`config.mk`:
```
export PLATFORM = sky130hd
export DESIGN_NAME = hpm_event_ctrl
export DESIGN_NICKNAME = d
export VERILOG_FILES = /design/src/rtl/hpm_event_ctrl_pkg.sv /design/src/rtl/hpmevent_slot.sv /design/src/rtl/hpm_event_ctrl.sv
export SDC_FILE = /design/constraint.sdc
export NUM_CORES = 1
export LEC_CHECK = 0
export CAP_MARGIN = 10
export CORE_MARGIN = 8
export CORE_UTILIZATION = 30
export DETAILED_ROUTE_END_ITERATION = 12
export PLACE_DENSITY_LB_ADDON = 0.25
export SYNTH_ARGS = -nofsm -noshare
export SYNTH_HDL_FRONTEND = slang
export SYNTH_SLANG_ARGS = --single-unit
```
`constraint.sdc`:
```
create_clock -name clk -period 3.95 [get_ports clk]
set_clock_uncertainty 0.15 [all_clocks]
set_input_delay 0.79 -clock clk [delete_from_list [all_inputs] [get_ports clk]]
set_output_delay 0.79 -clock clk [all_outputs]
set_load 0.02 [all_outputs]
```
`src/rtl/hpm_event_ctrl_pkg.sv`:
```
// rtl/hpm_event_ctrl_pkg.sv - shared HPM event field positions, CSR addresses and slot record
package cvw;

  localparam int HPMEV_OF    = 63;
  localparam int HPMEV_MINH  = 62;
  localparam int HPMEV_SINH  = 61;
  localparam int HPMEV_UINH  = 60;
  localparam int HPMEV_VSINH = 59;
  localparam int HPMEV_VUINH = 58;

  localparam logic [11:0] MHPMEVENTBASE  = 12'h323;
  localparam logic [11:0] MHPMEVENTHBASE = 12'h723;
  localparam logic [11:0] SCOUNTOVF      = 12'hDA0;

  typedef struct packed {
    logic       of;
    logic       minh;
    logic       sinh;
    logic       uinh;
    logic       vsinh;
    logic       vuinh;
    logic [7:0] sel;
  } hpmevent_t;

  // RV64 image of one mhpmevent; the RV32 high half is bits 63:32 of the same image.
  function automatic logic [63:0] hpmevent_pack(input hpmevent_t ev);
    return {ev.of, ev.minh, ev.sinh, ev.uinh, ev.vsinh, ev.vuinh, 50'b0, ev.sel};
  endfunction

endpackage

```
`src/rtl/hpmevent_slot.sv`:
```
// rtl/hpmevent_slot.sv - one mhpmevent slot: config storage, privilege filter, sticky overflow
module hpmevent_slot
  import cvw::*;
#(
  parameter int XLEN      = 64,
  parameter int IDX       = 3,
  parameter int NUMEVENTS = 32
) (
  input  logic                 clk,
  input  logic                 reset,
  input  logic                 we,
  input  logic [11:0]          adr,
  input  logic [XLEN-1:0]      wdata,
  input  logic [1:0]           priv,
  input  logic                 virt,
  input  logic [NUMEVENTS-1:0] event_src,
  input  logic                 ovf,
  output logic                 count_en,
  output logic                 new_ovf,
  output hpmevent_t            ev
);

  localparam logic [11:0] LO_ADR = MHPMEVENTBASE + 12'(IDX - 3);
  localparam logic [11:0] HI_ADR = MHPMEVENTHBASE + 12'(IDX - 3);

  logic        lo_wr, hi_wr, flag_wr, inhibit;
  logic [63:0] flags;
  logic [255:0] src_ext;

  assign lo_wr   = we & (adr == LO_ADR);
  assign hi_wr   = (XLEN == 32) & we & (adr == HI_ADR);
  assign flag_wr = (XLEN == 64) ? lo_wr : hi_wr;
  // Align the flag-bearing word to RV64 bit positions so one decode serves both widths.
  assign flags   = (XLEN == 64) ? 64'(wdata) : {wdata[31:0], 32'b0};

  always_ff @(posedge clk or negedge reset) begin
    if (!reset) begin
      ev <= '0;
    end else begin
      if (lo_wr) ev.sel <= wdata[7:0];
      if (flag_wr) begin
        ev.of    <= flags[HPMEV_OF];
        ev.minh  <= flags[HPMEV_MINH];
        ev.sinh  <= flags[HPMEV_SINH];
        ev.uinh  <= flags[HPMEV_UINH];
        ev.vsinh <= flags[HPMEV_VSINH];
        ev.vuinh <= flags[HPMEV_VUINH];
      end else if (ovf) begin
        ev.of <= 1'b1;
      end
    end
  end

  always_comb begin
    inhibit = 1'b1;
    case (priv)
      2'b11: inhibit = ev.minh;
      2'b01: inhibit = virt ? ev.vsinh : ev.sinh;
      2'b00: inhibit = virt ? ev.vuinh : ev.uinh;
      default: inhibit = 1'b1;
    endcase
  end

  // Selector 0 and out-of-range selectors land on zero bits of the widened source vector.
  assign src_ext  = 256'(event_src) & ~256'd1;
  assign count_en = src_ext[ev.sel] & ~inhibit;
  assign new_ovf  = ovf & ~ev.of & ~flag_wr;

endmodule

```
`src/rtl/hpm_event_ctrl.sv`:
```
// rtl/hpm_event_ctrl.sv - HPM event selection, overflow tracking, LCOFI and scountovf
module hpm_event_ctrl
  import cvw::*;
#(
  parameter int XLEN      = 64,
  parameter int COUNTERS  = 32,
  parameter int NUMEVENTS = 32
) (
  input  logic                 clk,
  input  logic                 reset,
  input  logic                 CSRMWriteM,
  input  logic [11:0]          CSRAdrM,
  input  logic [XLEN-1:0]      CSRWriteValM,
  input  logic [1:0]           PrivilegeModeW,
  input  logic                 VirtModeW,
  input  logic [31:0]          MCOUNTEREN_REGW,
  input  logic [NUMEVENTS-1:0] EventSrcM,
  input  logic [COUNTERS-1:0]  CounterOvfM,
  output logic [COUNTERS-1:0]  CountEnM,
  output logic [XLEN-1:0]      EventReadValM,
  output logic                 EventHitM,
  output logic                 IllegalEventAccessM,
  output logic                 LCOFIRequestM
);

  localparam logic [11:0] EV_LO_FIRST = MHPMEVENTBASE - 12'd2;
  localparam logic [11:0] EV_LO_LAST  = MHPMEVENTBASE + 12'd28;
  localparam logic [11:0] EV_HI_FIRST = MHPMEVENTHBASE - 12'd2;
  localparam logic [11:0] EV_HI_LAST  = MHPMEVENTHBASE + 12'd28;

  hpmevent_t             ev [COUNTERS];
  logic [COUNTERS-1:0]   new_ovf, of_vec;
  logic [63:0]           packed_ev;
  logic [4:0]            idx;

  genvar g;
  generate
    for (g = 0; g < 3; g++) begin : g_fixed
      assign ev[g]       = '0;
      assign new_ovf[g]  = 1'b0;
      assign CountEnM[g] = 1'b0;
    end
    for (g = 3; g < COUNTERS; g++) begin : g_slot
      hpmevent_slot #(.XLEN(XLEN), .IDX(g), .NUMEVENTS(NUMEVENTS)) u_slot (
        .clk       (clk),
        .reset     (reset),
        .we        (CSRMWriteM),
        .adr       (CSRAdrM),
        .wdata     (CSRWriteValM),
        .priv      (PrivilegeModeW),
        .virt      (VirtModeW),
        .event_src (EventSrcM),
        .ovf       (CounterOvfM[g]),
        .count_en  (CountEnM[g]),
        .new_ovf   (new_ovf[g]),
        .ev        (ev[g])
      );
    end
    for (g = 0; g < COUNTERS; g++) begin : g_of
      assign of_vec[g] = ev[g].of;
    end
  endgenerate

  // Request is gated by reset so a carry arriving during reset cannot leak out.
  assign LCOFIRequestM = reset & (|new_ovf);

  assign IllegalEventAccessM = (CSRAdrM == SCOUNTOVF) & (CSRMWriteM | (PrivilegeModeW == 2'b00));

  assign idx = CSRAdrM[4:0];

  always_comb begin
    packed_ev = '0;
    for (int i = 3; i < COUNTERS; i++) begin
      if (idx == 5'(i)) packed_ev = hpmevent_pack(ev[i]);
    end
  end

  always_comb begin
    EventReadValM = '0;
    EventHitM     = 1'b0;
    if (CSRAdrM >= EV_LO_FIRST && CSRAdrM <= EV_LO_LAST) begin
      EventHitM     = 1'b1;
      EventReadValM = packed_ev[XLEN-1:0];
    end else if (XLEN == 32 && CSRAdrM >= EV_HI_FIRST && CSRAdrM <= EV_HI_LAST) begin
      EventHitM     = 1'b1;
      EventReadValM = packed_ev[63:64-XLEN];
    end else if (CSRAdrM == SCOUNTOVF) begin
      EventHitM     = 1'b1;
      EventReadValM = XLEN'(of_vec & MCOUNTEREN_REGW[COUNTERS-1:0]);
    end
  end

endmodule

```
==> flow_summary.ini <==
[floorplanning]
coreArea_um2 = 96900
rows = 114
die_y_um = 329
die-area_um2 = 108000
start_util_pct = 30.3
fp.dieW_um = 329
ios = 277

[flow_run]
max_cap_viol_count = 0

[global_route]
grt_start_max_net_pins = 76
grt.total_usage_pct = 28.1
grt_pass1_wl_um = 220000
grt_overflow = 0
grt_pass1_vias = 27700
antenna_found_initial = 3

[routing]
avgRoutedWirePerCell_um = 36.5
totalWireLength_um = 158000
vias = 28100
first_pass_iters = 5
viasPerCell = 6.49
drc = 0
drtAntennaViolNets = 0
drt_first_iter_violations = 3688

[setup_path]
r2r_slack_ns = 2.68
max_stage_delay_ns = 0.57
arrival_ns = 3.49
setup.worst_path.start = CSRAdrM[1]
critPathKind = in -> out
critPathCaptureType = output port
crit_slowest_cell = or4b_4
cp_max_fo = 7
r2r-start = g_slot[6].u_slot.ev[1]
cp_cell_sequence = buf_16 > buf_12 > buf_6 > or4b_4 > o22ai_2 > a221oi_2 > o21ai_1 > o211ai_1 > o211ai_1 > a211oi_2 > a221oi_2 > buf_4
r2r_end = g_slot[6].u_slot.ev[1]
critical_path.startpoint_type = input pin
cp-endpoint = EventReadValM[0]
reg2regPathDepth = 1
critPathRequiredTime_ns = 3.01

[final_layout]
final_area_um2 = 40300
reg.largest.list = g_slot.u_slot.ev (406)
area_growth_syn_to_layout_pct = 37.5
fill_cells = 9017
drive_gt1_share_pct = 53.5
fin_nets = 3195
regMostFlops = g_slot.u_slot.ev
ff_latch_area_um2 = 10200
multiInputGateArea_um2 = 18900
fin_util_pct = 41.6
largest_reg_flops = 406

[synth]
synthTopCellsByArea = dfrtp_1 35%, mux4_2 20%, mux2_2 14%
yosys.area.top_type = dfrtp_1
synth_area_um2 = 29300
avgSynthCellArea_um2 = 11.5
synth_compound_area_share_pct = 11.4
ys_ff_latch = 406
synth_edf_count = 0
async_flop_share_pct = 100
ys_seq_area_share_pct = 34.6
yosys_warnings = 0
synth_cells = 2550
synthAdderAreaFrac_pct = 0
synth_xor_area_share_pct = 0
synth_cell_types = 81
synth-simple-area-share_pct = 9.25
synth_top_family_by_area = multiplexers
netlist.area_leader.share_pct = 34.6
synth_ff_type = dfrtp_1
muxShareOfSynthArea_pct = 38.5

[clocking]
cts.reportedPaths.clkPinSlew_ns = 0.07
tritoncts = built
clk_path_buf_depth = 3
cts_buffers = 49
cts_max_level = 2
cts_num_sinks = 406
clkLatencyLatePin_ns = 0.59
cts-root-buf = clkbuf_16

[power_and_ir_drop]
vdd_drop_max_uv = 320
powerDensity_nw_per_um2 = 271
p_leak_nw = 17.1
power_mw = 10.9

[timing]
worst_slew_pin_slew_ns = 1.04
fin_setup_tns_ns = -2.16
hold_viol = 0
fmax_mhz = 226
slew_violations = 0
rsz0062_at_grt = true
period_needed_ns = 4.43
setup_violations = 14
min_period_over_period_pct = 112
setup_slack_ns = -0.483
slew_headroom_pct = 30.4

[min_path]
hold_path_class = reg -> reg
min_path_cells = 1

[placed_design]
finalWeightedCongestion = 0.980
postPlaceCellArea_um2 = 35000
hpwlAfterDp_um = 104000
portBuffers = 190

[outcome]
status = finished with violations
violations = negative setup slack
## repair_timing
item / CTS / global route
hold buffers: 1 / 0
resized for setup: 515 / 165
cloned: 36 / 3
endpoints found under the hold margin: 29 / 0
setup endpoints to repair: 70 / 39
setup buffers: 58 / 35
pin swaps: 78 / 76
## how the worst min path moves through the flow
stage	to	start	slack [ns]
2_1_floorplan	g_slot[10].u_slot.ev[0]	reset	0.34
3_3_place_gp	g_slot[21].u_slot.ev[12]	g_slot[21].u_slot.ev[12]	0.36
3_5_place_dp	g_slot[21].u_slot.ev[12]	g_slot[21].u_slot.ev[12]	0.37
4_1_cts	g_slot[21].u_slot.ev[12]	g_slot[21].u_slot.ev[12]	0.38
5_1_grt	g_slot[28].u_slot.ev[9]	g_slot[28].u_slot.ev[9]	0.40
6_report	g_slot[30].u_slot.ev[7]	g_slot[30].u_slot.ev[7]	0.39
## cell families (layout without fill, tap and decap cells)
| logic type | after synthesis | in the layout |
|---|---|---|
| muxes | 754 | 754 |
| AOI/OAI and AO/OA | 512 | 512 |
| and+or+nand+nor | 490 | 490 |
| DFF | 406 | 406 |
| buffers and inverters | 387 | 861 |
| other | 1 | 32 |
## cell type report
cell class                      instances  area share, %
Clock inverter                         19          0.552
Tap cell                             1276           3.96
Multi-Input combinational cell       1785           46.8
Antenna cell                            3         0.0186
Inverter                               16          0.149
Timing Repair Buffer                  759           19.8
Clock buffer                           67           3.48
Sequential cell                       406           25.3
## Yosys cell counts, types with 5 or more instances
cell type	instances
o21ai_0	90
nand3b_1	8
nand3_1	27
nand2b_1	50
a21oi_1	155
o211ai_1	13
nand4_1	6
mux4_2	262
inv_1	16
and3b_1	5
o221ai_1	38
o2111ai_1	7
mux2_2	372
a32oi_1	6
nor2_1	136
and3_1	28
or2_2	5
a221oi_1	21
a222oi_1	5
a22oi_1	27
nor2b_1	7
mux2i_1	120
o22ai_1	45
o31ai_1	6
buf_2	53
o21a_1	5
clkbuf_1	210
a2111oi_0	35
a221o_1	8
or3_1	5
nor4_1	25
buf_4	70
nor3_1	46
a211oi_1	15
dfrtp_1	406
nand2_2	6
nor3b_1	27
nand2_1	63
a31oi_1	9
nor2_2	11
buf_1	34
## per-stage QoR
stage,worst slack [ns],cells,hold WS (ns)
finish,-0.483,4331,0.390
detailed placement,-1.59,4126,0.369
global route,-0.465,4328,0.398
global placement,-1.73,4126,0.364
floorplan,0.0137,2578,0.339
CTS,-0.306,4299,0.383
## layout by cell type, fill, tap and decap left out, drive strengths merged, types with 29 or more instances in the layout
master	netlist	routed
a21oi	155	155
nand3	29	29
mux4	262	262
mux2i	120	120
nor3b	30	30
nor3	50	50
clkbuf	210	82
buf	161	596
bufbuf	0	29
mux2	372	372
o221ai	38	38
conb	1	29
clkdlybuf4s50	0	63
nand2	69	69
nor2	151	151
dfrtp	406	406
nand2b	50	50
a2111oi	36	36
o21ai	94	94
dlygate4sd2	0	33
o22ai	45	45
## routing by layer
layer  track usage, %  wire length, um
met3             9.51            19900
met2             42.4            68500
met4             11.9             8650
met5                0               13
met1             36.7            61100
## power breakdown
| group | switching [mW] | total [mW] | internal (mW) |
|---|---|---|---|
| Sequential | 0.0333 | 4.21 | 4.18 |
| Combinational | 1.13 | 2.03 | 0.902 |
| Clock | 1.96 | 4.70 | 2.74 |
## critical path: cells and delay by family
| family | cells | cell delay (ns) |
|---|---|---|
| AO/OA/AOI/OAI | 7 | 1.51 |
| buffers and inverters | 4 | 0.60 |
| AND/OR/NAND/NOR | 1 | 0.57 |
Power figures use the tool's default switching activity.
